### src/rtl/scope_capture_pkg.sv
// Shared audio/scope definitions: capture state encoding, display sample width
// and the reduction from 24-bit codec samples to 8-bit offset-binary pixels.
package scope_capture_pkg;

   localparam int DISP_W = 8;

   typedef enum logic [2:0] {
      ST_IDLE,
      ST_PRE,
      ST_WAIT,
      ST_POST,
      ST_DONE
   } scope_state_e;

   // Keep the top byte and flip its sign bit: signed -128 -> 0, 0 -> 128.
   function automatic logic [DISP_W-1:0] to_disp(input logic [23:0] smp);
      logic unused_lsb;
      unused_lsb = ^smp[15:0];
      return {~smp[23], smp[22:16]};
   endfunction

endpackage

### src/rtl/scope_ram.sv
// Simple dual-port frame buffer: one write port, one registered read port on
// the same clock. The read register resets so the display output starts at 0.
module scope_ram #(
   parameter int ADDR_W = 9,
   parameter int DATA_W = 8
) (
   input  logic              clk,
   input  logic              rst,
   input  logic              we,
   input  logic [ADDR_W-1:0] wr_addr,
   input  logic [DATA_W-1:0] wr_data,
   input  logic [ADDR_W-1:0] rd_addr,
   output logic [DATA_W-1:0] rd_data
);

   logic [DATA_W-1:0] mem [1 << ADDR_W];
   logic [DATA_W-1:0] rd_q;

   always_ff @(posedge clk) begin
      if (we) mem[wr_addr] <= wr_data;
   end

   always_ff @(posedge clk or posedge rst) begin
      if (rst) rd_q <= '0;
      else     rd_q <= mem[rd_addr];
   end

   assign rd_data = rd_q;

endmodule

### src/rtl/scope_capture.sv
// Triggered capture of one display frame from the I2S sample stream; the frame
// is read back trigger-relative, index 0 being the oldest pre-trigger sample.
//
// state | meaning
// IDLE  | no capture since reset
// PRE   | storing the PRETRIG pre-trigger samples
// WAIT  | storing samples while looking for the trigger or the timeout
// POST  | storing the remainder of the frame after the trigger sample
// DONE  | frame held, no writes until re-armed
module scope_capture
   import scope_capture_pkg::*;
#(
   parameter int ADDR_W  = 9,
   parameter int PRETRIG = 64,
   parameter int TIMEOUT = 4095
) (
   input  logic              clk,
   input  logic              reset,
   input  logic              sampleclk,
   input  logic [23:0]       snd_l,
   input  logic [23:0]       snd_r,
   input  logic              ch_sel,
   input  logic [7:0]        trig_level,
   input  logic              trig_rising,
   input  logic              arm,
   input  logic [ADDR_W-1:0] rd_addr,
   output logic [DISP_W-1:0] rd_data,
   output logic              busy,
   output logic              done,
   output logic              auto_trig
);

   localparam int DEPTH    = 1 << ADDR_W;
   localparam int POST_LEN = DEPTH - PRETRIG;
   localparam int TO_W     = (TIMEOUT > 0) ? $clog2(TIMEOUT + 1) : 1;

   localparam logic [ADDR_W-1:0] PRE_OFS   = ADDR_W'(PRETRIG);
   localparam logic [ADDR_W-1:0] PRE_LOAD  = ADDR_W'(PRETRIG - 1);
   localparam logic [ADDR_W-1:0] POST_LOAD = ADDR_W'(POST_LEN - 2);
   localparam logic [TO_W-1:0]   TO_LOAD   = TO_W'(TIMEOUT);

   scope_state_e      state_q, state_d;
   logic              sync1_q, sync2_q, sync3_q;
   logic              tick_q, tick_d;
   logic [ADDR_W-1:0] wp_q, wp_d;
   logic [ADDR_W-1:0] cnt_q, cnt_d;
   logic [TO_W-1:0]   to_q, to_d;
   logic [ADDR_W-1:0] trig_ptr_q, trig_ptr_d;
   logic signed [7:0] prev_q, prev_d;
   logic              auto_q, auto_d;
   logic              busy_q, busy_d;
   logic              done_q, done_d;

   logic [23:0]        sel;
   logic signed [7:0]  s8;
   logic signed [7:0]  lvl;
   logic               hit;
   logic               timed_out;
   logic               ram_we;
   logic [DISP_W-1:0]  ram_wdata;
   logic [ADDR_W-1:0]  rd_phys;

   always_comb begin
      state_d    = state_q;
      wp_d       = wp_q;
      cnt_d      = cnt_q;
      to_d       = to_q;
      trig_ptr_d = trig_ptr_q;
      prev_d     = prev_q;
      auto_d     = auto_q;
      ram_we     = 1'b0;

      tick_d    = sync2_q & ~sync3_q;
      sel       = ch_sel ? snd_r : snd_l;
      s8        = signed'(sel[23:16]);
      lvl       = signed'(trig_level);
      ram_wdata = to_disp(sel);
      hit       = trig_rising ? ((prev_q < lvl) && (s8 >= lvl))
                              : ((prev_q > lvl) && (s8 <= lvl));
      timed_out = (TIMEOUT != 0) && (to_q == '0);

      case (state_q)
         ST_IDLE, ST_DONE: begin
            // arm wins over a coincident tick; that tick is not stored
            if (arm) begin
               state_d = (PRETRIG == 0) ? ST_WAIT : ST_PRE;
               wp_d    = '0;
               cnt_d   = PRE_LOAD;
               to_d    = TO_LOAD;
               auto_d  = 1'b0;
            end
         end
         ST_PRE: begin
            if (tick_q) begin
               ram_we = 1'b1;
               wp_d   = wp_q + 1'b1;
               prev_d = s8;
               if (cnt_q == '0) begin
                  state_d = ST_WAIT;
                  to_d    = TO_LOAD;
               end else begin
                  cnt_d = cnt_q - 1'b1;
               end
            end
         end
         ST_WAIT: begin
            if (tick_q) begin
               ram_we = 1'b1;
               wp_d   = wp_q + 1'b1;
               prev_d = s8;
               if (hit || timed_out) begin
                  trig_ptr_d = wp_q;
                  auto_d     = ~hit;
                  cnt_d      = POST_LOAD;
                  state_d    = (POST_LEN == 1) ? ST_DONE : ST_POST;
               end else begin
                  to_d = to_q - 1'b1;
               end
            end
         end
         ST_POST: begin
            if (tick_q) begin
               ram_we = 1'b1;
               wp_d   = wp_q + 1'b1;
               if (cnt_q == '0) state_d = ST_DONE;
               else             cnt_d   = cnt_q - 1'b1;
            end
         end
         default: state_d = ST_IDLE;
      endcase

      busy_d = state_d inside {ST_PRE, ST_WAIT, ST_POST};
      done_d = (state_d == ST_DONE);
   end

   always_ff @(posedge clk or posedge reset) begin
      if (reset) begin
         state_q    <= ST_IDLE;
         sync1_q    <= 1'b0;
         sync2_q    <= 1'b0;
         sync3_q    <= 1'b0;
         tick_q     <= 1'b0;
         wp_q       <= '0;
         cnt_q      <= '0;
         to_q       <= '0;
         trig_ptr_q <= '0;
         prev_q     <= '0;
         auto_q     <= 1'b0;
         busy_q     <= 1'b0;
         done_q     <= 1'b0;
      end else begin
         state_q    <= state_d;
         sync1_q    <= sampleclk;
         sync2_q    <= sync1_q;
         sync3_q    <= sync2_q;
         tick_q     <= tick_d;
         wp_q       <= wp_d;
         cnt_q      <= cnt_d;
         to_q       <= to_d;
         trig_ptr_q <= trig_ptr_d;
         prev_q     <= prev_d;
         auto_q     <= auto_d;
         busy_q     <= busy_d;
         done_q     <= done_d;
      end
   end

   assign rd_phys = trig_ptr_q - PRE_OFS + rd_addr;

   scope_ram #(
      .ADDR_W (ADDR_W),
      .DATA_W (DISP_W)
   ) u_ram (
      .clk     (clk),
      .rst     (reset),
      .we      (ram_we),
      .wr_addr (wp_q),
      .wr_data (ram_wdata),
      .rd_addr (rd_phys),
      .rd_data (rd_data)
   );

   assign busy      = busy_q;
   assign done      = done_q;
   assign auto_trig = auto_q;

endmodule

### config.mk
export PLATFORM = sky130hd
export DESIGN_NAME = scope_capture
export DESIGN_NICKNAME = d
export VERILOG_FILES = /design/src/rtl/scope_capture_pkg.sv /design/src/rtl/scope_ram.sv /design/src/rtl/scope_capture.sv
export SDC_FILE = /design/constraint.sdc
export NUM_CORES = 2
export LEC_CHECK = 0
export ABC_AREA = 1
export ABC_CLOCK_PERIOD_IN_PS = 5700
export CAP_MARGIN = 20
export CELL_PAD_IN_SITES_DETAIL_PLACEMENT = 0
export CELL_PAD_IN_SITES_GLOBAL_PLACEMENT = 1
export CORE_ASPECT_RATIO = 1.75
export CORE_MARGIN = 2
export CORE_UTILIZATION = 56
export DETAILED_ROUTE_END_ITERATION = 10
export DONT_BUFFER_PORTS = 1
export PLACE_DENSITY = 0.92
export SYNTH_ARGS = -nofsm -noshare
export SYNTH_HDL_FRONTEND = slang
export SYNTH_SLANG_ARGS = --single-unit
### constraint.sdc
create_clock -name clk -period 5.7 [get_ports clk]
set_input_delay 0.855 -clock clk [delete_from_list [all_inputs] [get_ports clk]]
set_output_delay 0.855 -clock clk [all_outputs]
set_load 0.02 [all_outputs]
==> impl_metrics.tcl <==
set metrics [dict create \
    status "completed" \
    syn_nets 14631 \
    r2r_slack_ns 1.17 \
    path_common_cell "nand3_1" \
    gp_congestion 0.892 \
    worst_r2r_startpoint "trig_ptr_q[1]" \
    worstHoldPathCells 3 \
    vdd_drop_max_uv 240 \
    crit_fanout 55 \
    coreArea_mm2 0.302 \
    vias_per_cell 6.03 \
    antenna_found_initial 10 \
    synth_fa_ha_area_frac 0.00284 \
    drtIter0Drc 12914 \
    synth_ff_type "edfxtp_1" \
    syn_to_final_growth_pct 8.59 \
    cts_sinks 4161 \
    synth.most_common_cell "nand2_1" \
    grt.overflow.total 0 \
    cp_cell_sequence "ha_1 > ha_4 > inv_1 > fa_4 > inv_8 > buf_4 > nand3_1 > nand3_1 > nand3_1 > nand3_1 > nand3_1 > nand3_1 > nand3_1 > nand2_1" \
    grt_setup_unrepaired "false" \
    yosysTopAreaCellShare 0.722 \
    maxCapViolCount 0 \
    die_y_um 734 \
    timing.final.ws_setup_ns 1.17 \
    yosys.area_share.simple 0.232 \
    dr.pass1.iters 8 \
    cp_top_family "adder cells" \
    dpl.hpwl_mm 264 \
    required_ns 6.52 \
    dp_slack_ns 0.808 \
    cts_tree "yes" \
    hold_violations 0 \
    setup_violations 0 \
    cp.arrival_ns 5.35 \
    clock-skew-final_ns 0.0498 \
    wl_per_cell_um 24.5 \
    h-tree-depth 5 \
    worstSkewPairLatency_ns 0.94 \
    dp_cells 17816 \
    die_area_mm2 0.309 \
    synthCells 14522 \
    initial_core_util 0.563 \
    hold_path_class "input port to flip-flop" \
    synth_common_cells "4521 x nand2_1, 4096 x edfxtp_1, 4004 x nand3_1" \
    synth_seq_area_share 0.732 \
    synth_compound_area_frac 0.00191 \
    synthMuxAreaShare 0.000793 \
    synth_area_mm2 0.170 \
    ant_nets 0 \
    drc 0 \
    grt_pass1_vias 106783 \
    routed_wl_mm 452 \
    grt_max_degree 194 \
    max_stage_delay_ns 1.09 \
    tightest_slew_ns 1.22 \
    synthArstFlopShare 0.0156 \
    grt_pass1_wl_mm 667 \
    yosysWarnings 0 \
    worst-r2r-cell-count 14 \
    nFillCells 22575 \
    startpoint_type "flip-flop" \
    worst_slew_margin_rel 0.185 \
    cp.depth 14 \
    max_freq_ghz 0.221 \
    min_period_ns 4.53 \
    r2r-end "u_ram.rd_data[2]" \
    p_leak_nw 64.3 \
    io_pins 82 \
    ys_top_cells_by_area "edfxtp_1 72%, nand3_1 12%, nand2_1 10%, buf_2 1.8%, nor2_1 1.3%" \
    worst_hold_startpoint "arm" \
    critPathCaptureType "flip-flop" \
    synth-seq-cells 4161 \
    post-route-util 0.612 \
    syn_area_per_cell_um2 11.7 \
    cts.repair.resized 0 \
    cts_buffer_depth 4 \
    cpMaxStageDelayCell "fa_4" \
    fin_cells 18459 \
    period_share 0.794 \
    power_density_mw_per_mm2 370 \
    cts_root_buf "clkbuf_16" \
    synth_top_family_by_area "simple AND/OR/NAND/NOR gates" \
    io_buffers 0 \
    synthXorXnorAreaFrac 0.000845 \
    track_usage 0.286 \
    yosys.area.top_type "edfxtp_1" \
    drv_slew 0 \
    finalPower_w 0.0685 \
    die_width_um 421 \
    rows 267 \
    cp_num_buf_inv 3 \
    final_layout_size_suffix_gt1_frac 0.0558 \
    synth_edf_count 4096 \
    clk_pin_slew_worst_paths_ns 0.07 \
    fin_nets 14242 \
    min_to "state_q[2]" \
    criticalPathCategory "flip-flop to flip-flop" \
    vias 111310 \
    ys_types 36 \
    cts_inserted_buffers 347 \
]
-- logic make-up after synthesis --
logic type	after synthesis
buf+inv	1098
compound gates	58
flops	4161
fa+ha+maj	38
mux	12
xor+xnor	13
simple gates	9142
-- metal layers --
metal | vias up | part of all wire | track usage
li1 | 50487 | - | -
met1 | 53801 | 0.34 | 0.338
met2 | 5784 | 0.50 | 0.489
met3 | 1236 | 0.083 | 0.0396
met4 | 2 | 0.075 | 0.190
met5 | - | 0.000027 | 0
-- cell usage in the layout (no fill, tap or decap), types with 4 or more instances in the layout --
cell type / instances
nand2_1: 4520
edfxtp_1: 4096
nand3_1: 4004
nor2_1: 571
clkbuf_16: 354
buf_4: 157
inv_1: 90
buf_12: 80
clkinv_1: 71
dfrtp_1: 65
clkbuf_1: 65
clkinv_2: 62
ha_1: 35
bufinv_16: 33
a21oi_1: 21
o21ai_0: 21
clkinvlp_4: 21
nand4_1: 16
inv_6: 14
inv_4: 12
diode_2: 11
nor3_1: 9
clkinv_4: 8
mux2_8: 6
mux2_2: 6
o21a_1: 5
nor3_2: 5
clkinv_8: 5
inv_2: 4
nand3b_1: 4
nor3_4: 4
xnor2_1: 4
or2_2: 4
inv_8: 4
xor2_1: 4
-- area by class of cell --
| cell class | instances | area, um2 | area share |
|---|---|---|---|
| clock inverters | 207 | 1970 | 0.0107 |
| well taps | 4035 | 5050 | 0.0273 |
| diodes | 11 | 27.5 | 0.000149 |
| inverters | 119 | 523 | 0.00283 |
| flip-flops and latches | 4161 | 125000 | 0.674 |
| clock buffers | 422 | 9140 | 0.0494 |
| repair buffers | 241 | 2860 | 0.0154 |
| multi-input cells | 9263 | 40800 | 0.220 |
-- timing repair --
item / in CTS / in global routing
hold buffers: 2 / 0
hold endpoints to repair: 16 / 0
buffers inserted: 0 / 0
-- where the power goes --
| group | internal, W | switching, W |
|---|---|---|
| sequential | 0.0340 | 0.000220 |
| clock | 0.0130 | 0.0108 |
| combinational | 0.00250 | 0.00793 |
| total | 0.0495 | 0.0190 |
-- state kept, by name, summed over array words and instances, names as in the netlist --
signal,flops
u_ram.mem,4096
to_q,12
cnt_q,9
trig_ptr_q,9
wp_q,9
prev_q,8
u_ram.rd_data,8
state_q,3
auto_trig,1
busy,1
done,1
sync1_q,1
sync2_q,1
sync3_q,1
tick_q,1
-- worst max path at each step --
stage	from	endpoint	slack (ns)
finish	trig_ptr_q[1]	u_ram.rd_data[2]	1.17
global route	trig_ptr_q[1]	u_ram.rd_data[7]	1.12
CTS	trig_ptr_q[1]	u_ram.rd_data[7]	1.23
detailed placement	rd_addr[1]	u_ram.rd_data[7]	0.81
global placement	rd_addr[1]	u_ram.rd_data[2]	0.89
floorplan	ch_sel	trig_ptr_q[7]	-1.75
-- stage by stage --
step	hold WS [ns]	instance area [um2]	TNS [ns]
after floorplan	0.331	170000	-657.85
after global placement	0.339	174000	0
after detailed placement	0.344	174000	0
after CTS	0.111	185000	0
final	0.142	185000	0
after global routing	0.165	185000	0
-- worst register-to-register path, delay by kind of cell, from the launching register on --
family / cells / cell delay [ns]
adder cells (fa/ha/maj): 3 / 1.57
AND/OR/NAND/NOR: 8 / 1.57
buffers and inverters: 3 / 0.86
flip-flops: 1 / 0.42
Note: power is estimated with default switching activity, not from simulation.
